[config.mk]
export PLATFORM = sky130hd
export DESIGN_NAME = method_pipe_mac_flat
export DESIGN_NICKNAME = d
export VERILOG_FILES = /design/src/rtl/method_pipe_pkg.sv /design/src/rtl/method_pipe_mac_if.sv /design/src/rtl/method_pipe_fifo.sv /design/src/rtl/method_pipe_mac.sv /design/src/flat_wrapper.sv
export SDC_FILE = /design/constraint.sdc
export NUM_CORES = 1
export LEC_CHECK = 0
export ABC_AREA = 1
export BUFFER_PORTS_ARGS = -buffer_cell sky130_fd_sc_hd__buf_2
export CELL_PAD_IN_SITES_DETAIL_PLACEMENT = 0
export CELL_PAD_IN_SITES_GLOBAL_PLACEMENT = 1
export CORE_MARGIN = 10
export CORE_UTILIZATION = 50
export CTS_BUF_LIST = sky130_fd_sc_hd__clkbuf_16
export DETAILED_ROUTE_END_ITERATION = 7
export PLACE_DENSITY_LB_ADDON = 0.1
export REMOVE_ABC_BUFFERS = 1
export SKIP_CTS_REPAIR_TIMING = 1
export SLEW_MARGIN = 10
export SYNTH_ARGS = -nofsm -noshare
export SYNTH_HDL_FRONTEND = slang
export SYNTH_HIERARCHICAL = 1
export SYNTH_SLANG_ARGS = --single-unit
[constraint.sdc]
create_clock -name CLK -period 2.8 [get_ports CLK]
set_input_delay 0.28 -clock CLK [delete_from_list [all_inputs] [get_ports CLK]]
set_output_delay 0.28 -clock CLK [all_outputs]
set_load 0.1 [all_outputs]
[src/rtl/method_pipe_pkg.sv]
// Shared definitions for the method-port MAC: FSM state encodings and a
// width helper used for pointer and counter sizing.
// Imported by the operand FIFO and the MAC top.
package method_pipe_pkg;

  // FSM state encodings
  localparam logic [1:0] IDLE = 2'd0;  // waiting for an operand pair
  localparam logic [1:0] MUL  = 2'd1;  // shift-add multiply, WIDTH cycles
  localparam logic [1:0] ACC  = 2'd2;  // fold product into accumulator

  // Bit width needed to index v entries; at least 1 so that 2-entry
  // structures and 2-bit counters still get a real register.
  function automatic int clog2(input int v);
    return (v <= 2) ? 1 : $clog2(v);
  endfunction

endpackage

[src/rtl/method_pipe_mac_if.sv]
// Method-port bundle of the MAC: start (action), result (value) and
// check (action-value) methods with their enables and ready flags.
// master = caller side, slave = MAC side.
interface method_pipe_mac_if #(
  parameter int WIDTH = 5
);
  logic [WIDTH-1:0] a;
  logic [WIDTH-1:0] b;
  logic             EN_start;
  logic             RDY_start;
  logic [WIDTH-1:0] c;
  logic [WIDTH-1:0] result;
  logic             RDY_result;
  logic [WIDTH-1:0] d;
  logic             EN_check;
  logic [WIDTH-1:0] check;
  logic             RDY_check;

  modport master (
    output a, b, EN_start, c, d, EN_check,
    input  RDY_start, result, RDY_result, check, RDY_check
  );

  modport slave (
    input  a, b, EN_start, c, d, EN_check,
    output RDY_start, result, RDY_result, check, RDY_check
  );
endinterface

[src/rtl/method_pipe_fifo.sv]
// Small operand FIFO; pointers wrap modulo DEPTH (power of two).
// Ports: clk/rst (async active-high), enq + enq_dat, deq, full, empty, head.
// A push is accepted when not full or when a pop happens in the same cycle.
module method_pipe_fifo
  import method_pipe_pkg::*;
#(
  parameter int DEPTH = 4,
  parameter int DW    = 10
) (
  input  logic          clk,
  input  logic          rst,
  input  logic          enq,
  input  logic [DW-1:0] enq_dat,
  input  logic          deq,
  output logic          full,
  output logic          empty,
  output logic [DW-1:0] head
);

  localparam int PW = clog2(DEPTH);

  logic [DW-1:0] mem [DEPTH];
  logic [PW-1:0] wr_ptr;
  logic [PW-1:0] rd_ptr;
  logic [PW:0]   count;
  logic          do_enq;
  logic          do_deq;

  assign full   = (count == (PW+1)'(DEPTH));
  assign empty  = (count == '0);
  assign do_deq = deq && !empty;
  // A pop frees the slot this same edge, so a full FIFO may still take a push.
  assign do_enq = enq && (!full || do_deq);
  assign head   = mem[rd_ptr];

  always_ff @(posedge clk or posedge rst) begin
    if (rst) begin
      wr_ptr <= '0;
      rd_ptr <= '0;
      count  <= '0;
    end else begin
      if (do_enq) wr_ptr <= wr_ptr + 1'b1;
      if (do_deq) rd_ptr <= rd_ptr + 1'b1;
      case ({do_enq, do_deq})
        2'b10:   count <= count + 1'b1;
        2'b01:   count <= count - 1'b1;
        default: ;
      endcase
    end
  end

  // Storage carries no reset: occupancy alone decides what is valid.
  always_ff @(posedge clk) begin
    if (do_enq) mem[wr_ptr] <= enq_dat;
  end

endmodule

[src/rtl/method_pipe_mac.sv]
// Multiply-accumulate behind method ports: start queues (a,b), a shift-add
// multiplier consumes pairs and adds a*b into acc; result = acc+c and
// check = acc-d read it, and EN_check clears it. Ports: CLK, RST, io.
module method_pipe_mac
  import method_pipe_pkg::*;
#(
  parameter int WIDTH = 5,
  parameter int DEPTH = 4
) (
  input logic              CLK,
  input logic              RST,
  method_pipe_mac_if.slave io
);

  localparam int CNT_W = clog2(WIDTH);

  typedef struct packed {
    logic [WIDTH-1:0] a;
    logic [WIDTH-1:0] b;
  } pair_t;

  logic [1:0]       state;
  logic [WIDTH-1:0] acc;
  logic [WIDTH-1:0] mcand;
  logic [WIDTH-1:0] mplier;
  logic [WIDTH-1:0] prod;
  logic [CNT_W-1:0] cnt;
  pair_t            enq_pair;
  pair_t            head_pair;
  logic             fifo_full;
  logic             fifo_empty;
  logic             quiescent;
  logic             do_push;
  logic             do_pop;
  logic             do_clear;

  assign enq_pair  = '{a: io.a, b: io.b};
  assign quiescent = (state == IDLE) && fifo_empty;
  assign do_push   = io.EN_start && !fifo_full;  // EN_start while full is dropped
  assign do_pop    = (state == IDLE) && !fifo_empty;
  assign do_clear  = io.EN_check && quiescent;   // EN_check while busy is dropped

  assign io.RDY_start  = !fifo_full;
  assign io.RDY_result = quiescent;
  assign io.RDY_check  = quiescent;
  assign io.result     = acc + io.c;
  assign io.check      = acc - io.d;

  method_pipe_fifo #(
    .DEPTH (DEPTH),
    .DW    ($bits(pair_t))
  ) u_fifo (
    .clk     (CLK),
    .rst     (RST),
    .enq     (do_push),
    .enq_dat (enq_pair),
    .deq     (do_pop),
    .full    (fifo_full),
    .empty   (fifo_empty),
    .head    (head_pair)
  );

  always_ff @(posedge CLK or posedge RST) begin
    if (RST) begin
      state  <= IDLE;
      acc    <= '0;
      mcand  <= '0;
      mplier <= '0;
      prod   <= '0;
      cnt    <= '0;
    end else begin
      case (state)
        IDLE: begin
          // do_clear needs an empty FIFO, so it never coincides with a pop;
          // a pair pushed with the clear accumulates onto zero later.
          if (do_clear) acc <= '0;
          if (do_pop) begin
            mcand  <= head_pair.a;
            mplier <= head_pair.b;
            prod   <= '0;
            cnt    <= '0;
            state  <= MUL;
          end
        end
        MUL: begin
          if (mplier[0]) prod <= prod + mcand;
          mcand  <= mcand << 1;
          mplier <= mplier >> 1;
          cnt    <= cnt + 1'b1;
          if (cnt == CNT_W'(WIDTH - 1)) state <= ACC;
        end
        ACC: begin
          acc   <= acc + prod;
          state <= IDLE;
        end
        default: state <= IDLE;
      endcase
    end
  end

endmodule

[src/flat_wrapper.sv]
// flat-port wrapper written by rule: the top's interface ports become plain ports
module method_pipe_mac_flat import method_pipe_pkg::*;
#(
  parameter int WIDTH = 5,
  parameter int DEPTH = 4
)
  (CLK, RST, io_a, io_b, io_EN_start, io_c, io_d, io_EN_check, io_RDY_start, io_result, io_RDY_result, io_check, io_RDY_check);
  method_pipe_mac_if #(.WIDTH(WIDTH)) io_i ();
  input logic CLK;
  input logic RST;
  input wire logic [$bits(io_i.a)-1:0] io_a;
  input wire logic [$bits(io_i.b)-1:0] io_b;
  input wire logic [$bits(io_i.EN_start)-1:0] io_EN_start;
  input wire logic [$bits(io_i.c)-1:0] io_c;
  input wire logic [$bits(io_i.d)-1:0] io_d;
  input wire logic [$bits(io_i.EN_check)-1:0] io_EN_check;
  output wire logic [$bits(io_i.RDY_start)-1:0] io_RDY_start;
  output wire logic [$bits(io_i.result)-1:0] io_result;
  output wire logic [$bits(io_i.RDY_result)-1:0] io_RDY_result;
  output wire logic [$bits(io_i.check)-1:0] io_check;
  output wire logic [$bits(io_i.RDY_check)-1:0] io_RDY_check;
  assign io_i.a = io_a;
  assign io_i.b = io_b;
  assign io_i.EN_start = io_EN_start;
  assign io_i.c = io_c;
  assign io_i.d = io_d;
  assign io_i.EN_check = io_EN_check;
  assign io_RDY_start = io_i.RDY_start;
  assign io_result = io_i.result;
  assign io_RDY_result = io_i.RDY_result;
  assign io_check = io_i.check;
  assign io_RDY_check = io_i.RDY_check;
  method_pipe_mac #(.WIDTH(WIDTH), .DEPTH(DEPTH)) u_core (.CLK(CLK), .RST(RST), .io(io_i));
endmodule
## Yosys cells after proc, flatten, opt, wreduce, memory -nomap -nowiden

Memory sizes are Yosys's and may differ from the RTL's.
Cells that the tools add are included.

- $add $sub $neg: 9
- Equality and inequality tests: 10
- Mux-type cells: 17
- Reduce and logical (&&, ||, !) cells: 18

Operators with widths:

| cell | count |
|---|---|
| 5-bit case mux with 2 select lines | 4 |
| 5-bit two-way mux | 5 |
| 5-bit adder | 3 |
| 3-bit case mux with 2 select lines | 2 |
| 3-bit by 1-bit adder with 3-bit output, second input constant | 2 |
| 3-bit == test, second input constant | 2 |
| 1-bit logical AND | 6 |
| 2-bit by 1-bit != test with 1-bit output, second input constant | 3 |
| 2-bit AND reduction | 3 |
| 2-bit nonzero test | 3 |
| 5-bit subtractor | 1 |
| 2-bit by 1-bit adder with 2-bit output, second input constant | 2 |
| 2-bit by 1-bit == test with 1-bit output, second input constant | 2 |
| 2-bit == test, second input constant | 2 |
| 2-bit two-way mux | 2 |
| 2-bit case mux with 2 select lines | 1 |
| 3-bit zero test | 1 |
| 3-bit two-way mux | 1 |
| 3-bit AND reduction | 1 |
| 3-bit by 1-bit subtractor with 3-bit output, second input constant | 1 |
| 1-bit zero test | 2 |
| 2-bit zero test | 1 |
| 1-bit two-way mux | 2 |
| 2-bit != test, second input constant | 1 |
| 1-bit logical OR | 1 |

- Flip-flop bits (word level): 32
- Bits in writable memories: 40
- Input port bits: 24
- Output and inout bits: 13
- Logic and storage cells: 64
- Memories kept: 1

Memories:

| memory | depth | width | rd ports | clocked after memory_dff | write ports | RTL line | text |
|---|---|---|---|---|---|---|---|
| u_core.u_fifo.mem | 4 | 10 | 1 | 0 | 1 | method_pipe_fifo.sv:22 | `logic [DW-1:0] mem [DEPTH];` |

## Depth between registers and ports, before layout

Gate-level depths: netlist of run 1.

- Word-level depth: 8
- Depth in mapped cells: 13
- Depth with buffers taken out: 13

## Modules after synthesis

Netlist of run 1, hierarchy kept.

Modules (own cells, without submodules):

| module | instances | cells each | area an instance (um2) | seq. area each (um2) |
|---|---|---|---|---|
| method_pipe_fifo | 1 | 153 | 1,939.4 | 1,376.3 |
| method_pipe_mac | 1 | 236 | 1,890.6 | 625.6 |

## Least setup slack after synthesis of run 1

Ideal clock, no wire load.

- Kind: flip-flop to output port
- Start point: reg u_core.acc[0]
- End point: out io_check[4]
- Arrival: 2.579 ns
- Required time: 2.520 ns
- Path slack: -0.059 ns
- Stages on the path, launching flop included: 8
- Buffers on the path: 0
- Path through: dfrtp_1 -> inv_1 -> ha_1 -> inv_1 -> fa_1 -> nand3_1 -> nand2_1 -> xor2_1

- Word-level cells in the longest chain between the ends: 1

Ends and longest elaborated chain:

| what | RTL line | text |
|---|---|---|
| start, declared | method_pipe_mac.sv:23 | `logic [WIDTH-1:0] acc;` |
| start signal, assigned | method_pipe_mac.sv:93 | `acc <= acc + prod;` |
| 5-bit subtractor | method_pipe_mac.sv:47 | `assign io.check = acc - io.d;` |
| end, declared | flat_wrapper.sv:20 | `output wire logic [$bits(io_i.check)-1:0] io_check;` |

Every way passes these cells.

## Worst setup path after layout of run 1

- Start point: reg u_core.acc[0]
- End point: out io_result[4]

- Word-level cells in the longest chain between the ends: 1

Ends and longest elaborated chain:

| what | RTL line | text |
|---|---|---|
| 5-bit adder | method_pipe_mac.sv:46 | `assign io.result = acc + io.c;` |
| end, declared | flat_wrapper.sv:18 | `output wire logic [$bits(io_i.result)-1:0] io_result;` |

Every way passes these cells.

==> metrics.cfg, run 1 <==
[status]
status = finished clean

[global_route]
grt_pass1_vias = 2542
grt_max_degree = 26
antenna_found_initial = 0
grt_pass1_wl_um = 12150
grt-ovfl-total = 0
grt_use_total_pct = 13.11

[die]
rows = 31
die_h_um = 107.5
fp.coreArea_sq_um = 7370
die_area_sq_um = 11560
start_util_pct = 51.97
io_pins = 37
die_x_um = 107.5

[timing]
post-route-period-util_pct = 88.01
maxSlewHeadroom_pct = 35.41
fmax_mhz = 405.8
skew_ns = 0.005667
setup_viol = 0
setup_tns_ns = 0
rsz0062_at_grt = false
post-route-min-period_ns = 2.464
slew_viol_final = 0
worst_pin_slew_ns = 0.9678
final_hold_viol_count = 0

[synth]
yosys.cell_types.count = 35
syn_inst = 389
ys.flop_type = edfxtp_1
ys_async_sr_fraction_pct = 44.44
yosysSeqAreaShare_pct = 52.27
yosysWarnings = 6
syn_area_sq_um = 3830
avgSynthCellArea_sq_um = 9.846
synth-edff-count = 40
synth-seq-cells = 72

[setup_path]
cpMaxStageDelayCell = buf_2
path_cells = ha_1 -> inv_1 -> fa_1 -> nor2_1 -> o21ai_0 -> nand2_1 -> nand2_1 -> nand2_1 -> buf_2
path_class = register to output port
cpPeakStageDelay_ns = 0.42
end_kind = output port
timing.critical_path.from_type = register
required_ns = 2.52
worst_ep_arrival_time_ns = 2.18
crit_top_cell = nand2_1
crit_fanout = 4

[clock_tree]
tritoncts = done
cts_root_buf = clkbuf_16
clk_pin_slew_worst_paths_ns = 0.06
cts_buffers = 9
cts_buffer_depth = 2
clk_latency_ns = 0.33
clock-sinks = 72
h-tree-depth = 3

[cells_and_area]
fin_util_pct = 59.58
drive_gt1_share_pct = 20.59
num-fill-cells = 646
multiInputGateArea_sq_um = 1536
final-seq-area_sq_um = 2002
nNetsFinal = 483
syn_to_final_growth_pct = 14.64
num_antenna_cells = 0

[route]
drtIter0Drc = 76
drcViolationCount = 0
via_per_inst = 4.924
wl_per_cell_um = 13.47
ant_nets = 0
drt-total-wl_um = 7218
first_pass_iters = 4
vias = 2639

[placement]
place.gp.congestion = 0.7765
hpwlAfterDp_um = 5487
port_buffers = 36

[job]
cap_violations = 0

[hold_path]
hold_class = input pin to register

[worst max-delay path: cells and delay by family, from the launching register on]
family / cells / cell delay, ns
AND/OR/NAND/NOR: 4 / 0.28
adder cells (fa/ha/maj): 2 / 0.60
buffers and inverters: 2 / 0.48
AO/OA/AOI/OAI: 1 / 0.10
flip-flops: 1 / 0.39
[cell families after synthesis]
| group | Yosys count | share of synthesized area, % |
|---|---|---|
| AOI/OAI and AO/OA | 64 | 9.638 |
| adders and majority gates | 27 | 9.801 |
| and+or+nand+nor | 147 | 18.16 |
| DFF | 72 | 52.27 |
| xor gates and xnor gates | 11 | 2.515 |
| buffers and inverters | 68 | 7.612 |
[state kept, by name, summed over array words and instances, names as in the netlist]
signal	flops
u_core/prod	5
u_core/acc	5
u_core/mcand	5
u_core/cnt	3
u_core/u_fifo/wr_ptr	2
u_core/u_fifo/rd_ptr	2
u_core/state	2
u_core/mplier	5
u_core/u_fifo/mem	40
u_core/u_fifo/count	3
[metal layers]
metal  wire length [um]  part of all wire [%]  up-vias  track usage, %
met5                  0                     0        -               0
met4                 97                   1.3        0           5.439
met3                310                   4.3        8           3.293
met2               3250                    45       45           20.03
met1               3560                    49     1217           17.29
li1                   -                     -     1369               -
[cell type report]
class                      instances  area share, %
sequential                        72          45.60
multi-input combinational        249          35.00
clock buffer                       9          5.130
inverter                          59          5.044
timing repair buffer              41          5.016
tap                               99          2.821
clock inverter                     7          1.396
[synthesized netlist by cell type (5+ instances only)]
| cell type | count | area, sq um |
|---|---|---|
| a21oi_1 | 8 | 40.04 |
| nand2_2 | 8 | 50.05 |
| o22ai_1 | 10 | 62.56 |
| dfrtp_1 | 32 | 800.8 |
| inv_1 | 51 | 191.4 |
| nor2_1 | 31 | 116.4 |
| o21ai_0 | 23 | 115.1 |
| edfxtp_1 | 40 | 1201 |
| ha_1 | 22 | 275.3 |
| inv_2 | 8 | 30.03 |
| xor2_1 | 7 | 61.31 |
| o21ai_1 | 14 | 70.07 |
| nand2_1 | 72 | 270.3 |
| nand3_1 | 18 | 90.09 |
| fa_1 | 5 | 100.1 |
[stage by stage]
stage / cells / setup WS [ns] / hold slack, ns / instance area [sq um]
detailed placement: 519 / 0.6733 / 0.2394 / 4094
finish: 536 / 0.3356 / 0.1699 / 4390
CTS: 535 / 0.3144 / -0.1091 / 4380
floorplan: 380 / -0.1415 / 0.08340 / 3760
global route: 536 / 0.1515 / 0.1688 / 4390
global placement: 519 / 0.7082 / 0.2340 / 4094
[path summary, 6_finish.rpt]
check                                         from                       to  slack [ns]  depth (start not counted)
max                                  u_core/acc[0]             io_result[4]        0.34                          9
min                                        io_b[3]  u_core/u_fifo/mem[2][3]        0.17                          1
max reg2reg                u_core/u_fifo/rd_ptr[0]          u_core/mcand[2]        0.72                          7
min reg2reg                       u_core/mplier[1]         u_core/mplier[1]        0.49                          1
max in group asynchronous                      RST           u_core/prod[2]        1.47                          3
min in group asynchronous                      RST   u_core/u_fifo/count[0]        0.44                          3
[placed cells by master (no fill, tap or decap), drive strengths merged, types with 2 or more instances in the layout]
master    count
fa            5
inv          64
nand3        22
buf          40
edfxtp       40
o21a          2
ha           22
a21oi         8
clkbuf        9
o21ai        42
dfrtp        32
xnor2         4
o22ai        10
xor2          7
nor2         36
clkinvlp      2
nand2        82
nand3b        5
Power of run 1 is not shown: default switching activity piles up to over one toggle a cycle in this logic, so the estimate is an artifact.
==> run 2: changes to the inputs <==
- CORE_UTILIZATION: 50 -> 46
- clock period: 2.8 -> 2.6 ns (I/O delays scaled with it)
==> metrics.cfg, run 2 (synthesized netlist as in run 1, its figures left out) <==
[status]
status = finished clean  ; unchanged

[timing]
fmax_mhz = 410.9
worst_pin_slew_ns = 0.9427  ; was 0.9678 ns
maxSlewHeadroom_pct = 36.92  ; was 35.41%
setup_viol = 0  ; unchanged
rsz0062_at_grt = false  ; unchanged
setup_tns_ns = 0  ; unchanged
skew_ns = 0.006552  ; was 0.005667 ns
post-route-min-period_ns = 2.434
post-route-period-util_pct = 93.60
final_hold_viol_count = 0  ; unchanged
slew_viol_final = 0  ; unchanged

[die]
fp.coreArea_sq_um = 8175  ; was 7370 sq um
start_util_pct = 46.85  ; was 51.97%
die_x_um = 111.2  ; was 107.5 um
die_h_um = 111.2  ; was 107.5 um
io_pins = 37  ; unchanged
rows = 33  ; was 31
die_area_sq_um = 12380  ; was 11560 sq um

[global_route]
grt_pass1_vias = 2659  ; was 2542
grt_max_degree = 26  ; unchanged
grt-ovfl-total = 0  ; unchanged
antenna_found_initial = 0  ; unchanged
grt_pass1_wl_um = 12850  ; was 12150 um
grt_use_total_pct = 12.67  ; was 13.11%

[hold_path]
min_path_cells = 1  ; unchanged
hold_class = input pin to register  ; unchanged

[cells_and_area]
finalNonFillerCells = 543  ; was 536
nNetsFinal = 484  ; was 483
largest_reg_flops = 40  ; unchanged
final_cell_mix = 72 x nand2_1, 51 x inv_1, 40 x edfxtp_1, 36 x buf_2, 32 x dfrtp_1  ; unchanged
final_area_sq_um = 4428  ; was 4390 sq um
regMostFlops = u_core/u_fifo/mem  ; unchanged
fin_util_pct = 54.16  ; was 59.58%
num_antenna_cells = 0  ; unchanged
drive_gt1_share_pct = 20.78  ; was 20.59%
syn_to_final_growth_pct = 15.62  ; was 14.64%
layout_commonest_cell = nand2_1  ; unchanged

[route]
drtIter0Drc = 83  ; was 76
drt-total-wl_um = 7771  ; was 7218 um
wl_met1_um = 3568  ; was 3560 um
wl_met3_um = 365  ; was 310 um
ant_nets = 0  ; unchanged
maxUsedRoutingLayer = met4  ; unchanged
via_per_inst = 4.897  ; was 4.924
drcViolationCount = 0  ; unchanged
wl_per_cell_um = 14.31  ; was 13.47 um
wl_met2_um = 3755  ; was 3250 um
first_pass_iters = 4  ; unchanged
vias = 2659  ; was 2639

[placement]
place.gp.congestion = 0.7979  ; was 0.7765
port_buffers = 36  ; unchanged
place_inst = 526  ; was 519
placed_area_sq_um = 4109  ; was 4094 sq um
hpwlAfterDp_um = 5727  ; was 5487 um

[setup_path]
required_ns = 2.34  ; was 2.52 ns
path_class = register to output port  ; unchanged
timing.critical_path.from_type = register  ; unchanged
end_kind = output port  ; unchanged
worst_ep_arrival_time_ns = 2.17  ; was 2.18 ns
ff2ff_path_depth = 6  ; was 7
crit_fanout = 4  ; unchanged

[clock_tree]
cts_root_buf = clkbuf_16  ; unchanged
cts_buffers = 9  ; unchanged
cts_buffer_depth = 2  ; unchanged
clk_latency_ns = 0.33  ; about the same
clock-sinks = 72  ; unchanged
h-tree-depth = 3  ; unchanged
clk_pin_slew_worst_paths_ns = 0.06  ; about the same
tritoncts = done  ; unchanged

[job]
cap_violations = 0  ; unchanged

==> run 2: final timing paths <==
| check | slack (ns) | endpoint | from |
|---|---|---|---|
| worst max register to register | 0.42 | u_core/u_fifo/mem[3][1] | u_core/u_fifo/count[0] |
| min in group asynchronous | 0.43 | u_core/u_fifo/wr_ptr[1] | RST |
| worst max-delay path | 0.17 | io_result[4] | u_core/acc[0] |
| worst min-delay path | 0.15 | u_core/u_fifo/mem[1][2] | io_b[2] |
| worst min register to register | 0.47 | u_core/mplier[3] | u_core/mplier[3] |
| max in group asynchronous | 1.79 | u_core/acc[4] | RST |
==> run 2: layout make-up <==
type	instances	area (sq um)
fill	754	3747
sequential	72	2002
multi-input combinational	249	1536
timing repair buffer	42	227.7
clock buffer	9	225.2
inverter	59	221.5
tap	105	131.4
clock inverter	7	83.83
==> run 2: per-stage QoR <==
stage               setup WS [ns]  hold slack [ns]
global route             0.001180           0.1369
finish                     0.1664           0.1469
detailed placement         0.3804           0.2265
global placement           0.4605           0.2274
CTS                        0.1465          -0.1261
floorplan                 -0.3415          0.06340
==> run 2: per-layer routing <==
layer	vias to the layer above	global-route usage, %
li1	1373	-
met1	1232	15.55
met2	45	20.67
met3	9	3.896
met4	0	4.113
met5	-	0
==> run 2: worst max-delay path, stage by stage, from the launching register on <==
cell	delay, ns
dfrtp_1	0.39
ha_1	0.19
inv_1	0.06
fa_1	0.41
nor2_1	0.11
o21ai_0	0.10
nand2_1	0.07
nand2_1	0.04
nand2_1	0.05
buf_2	0.42
Power of run 2 is left out for the same reason.
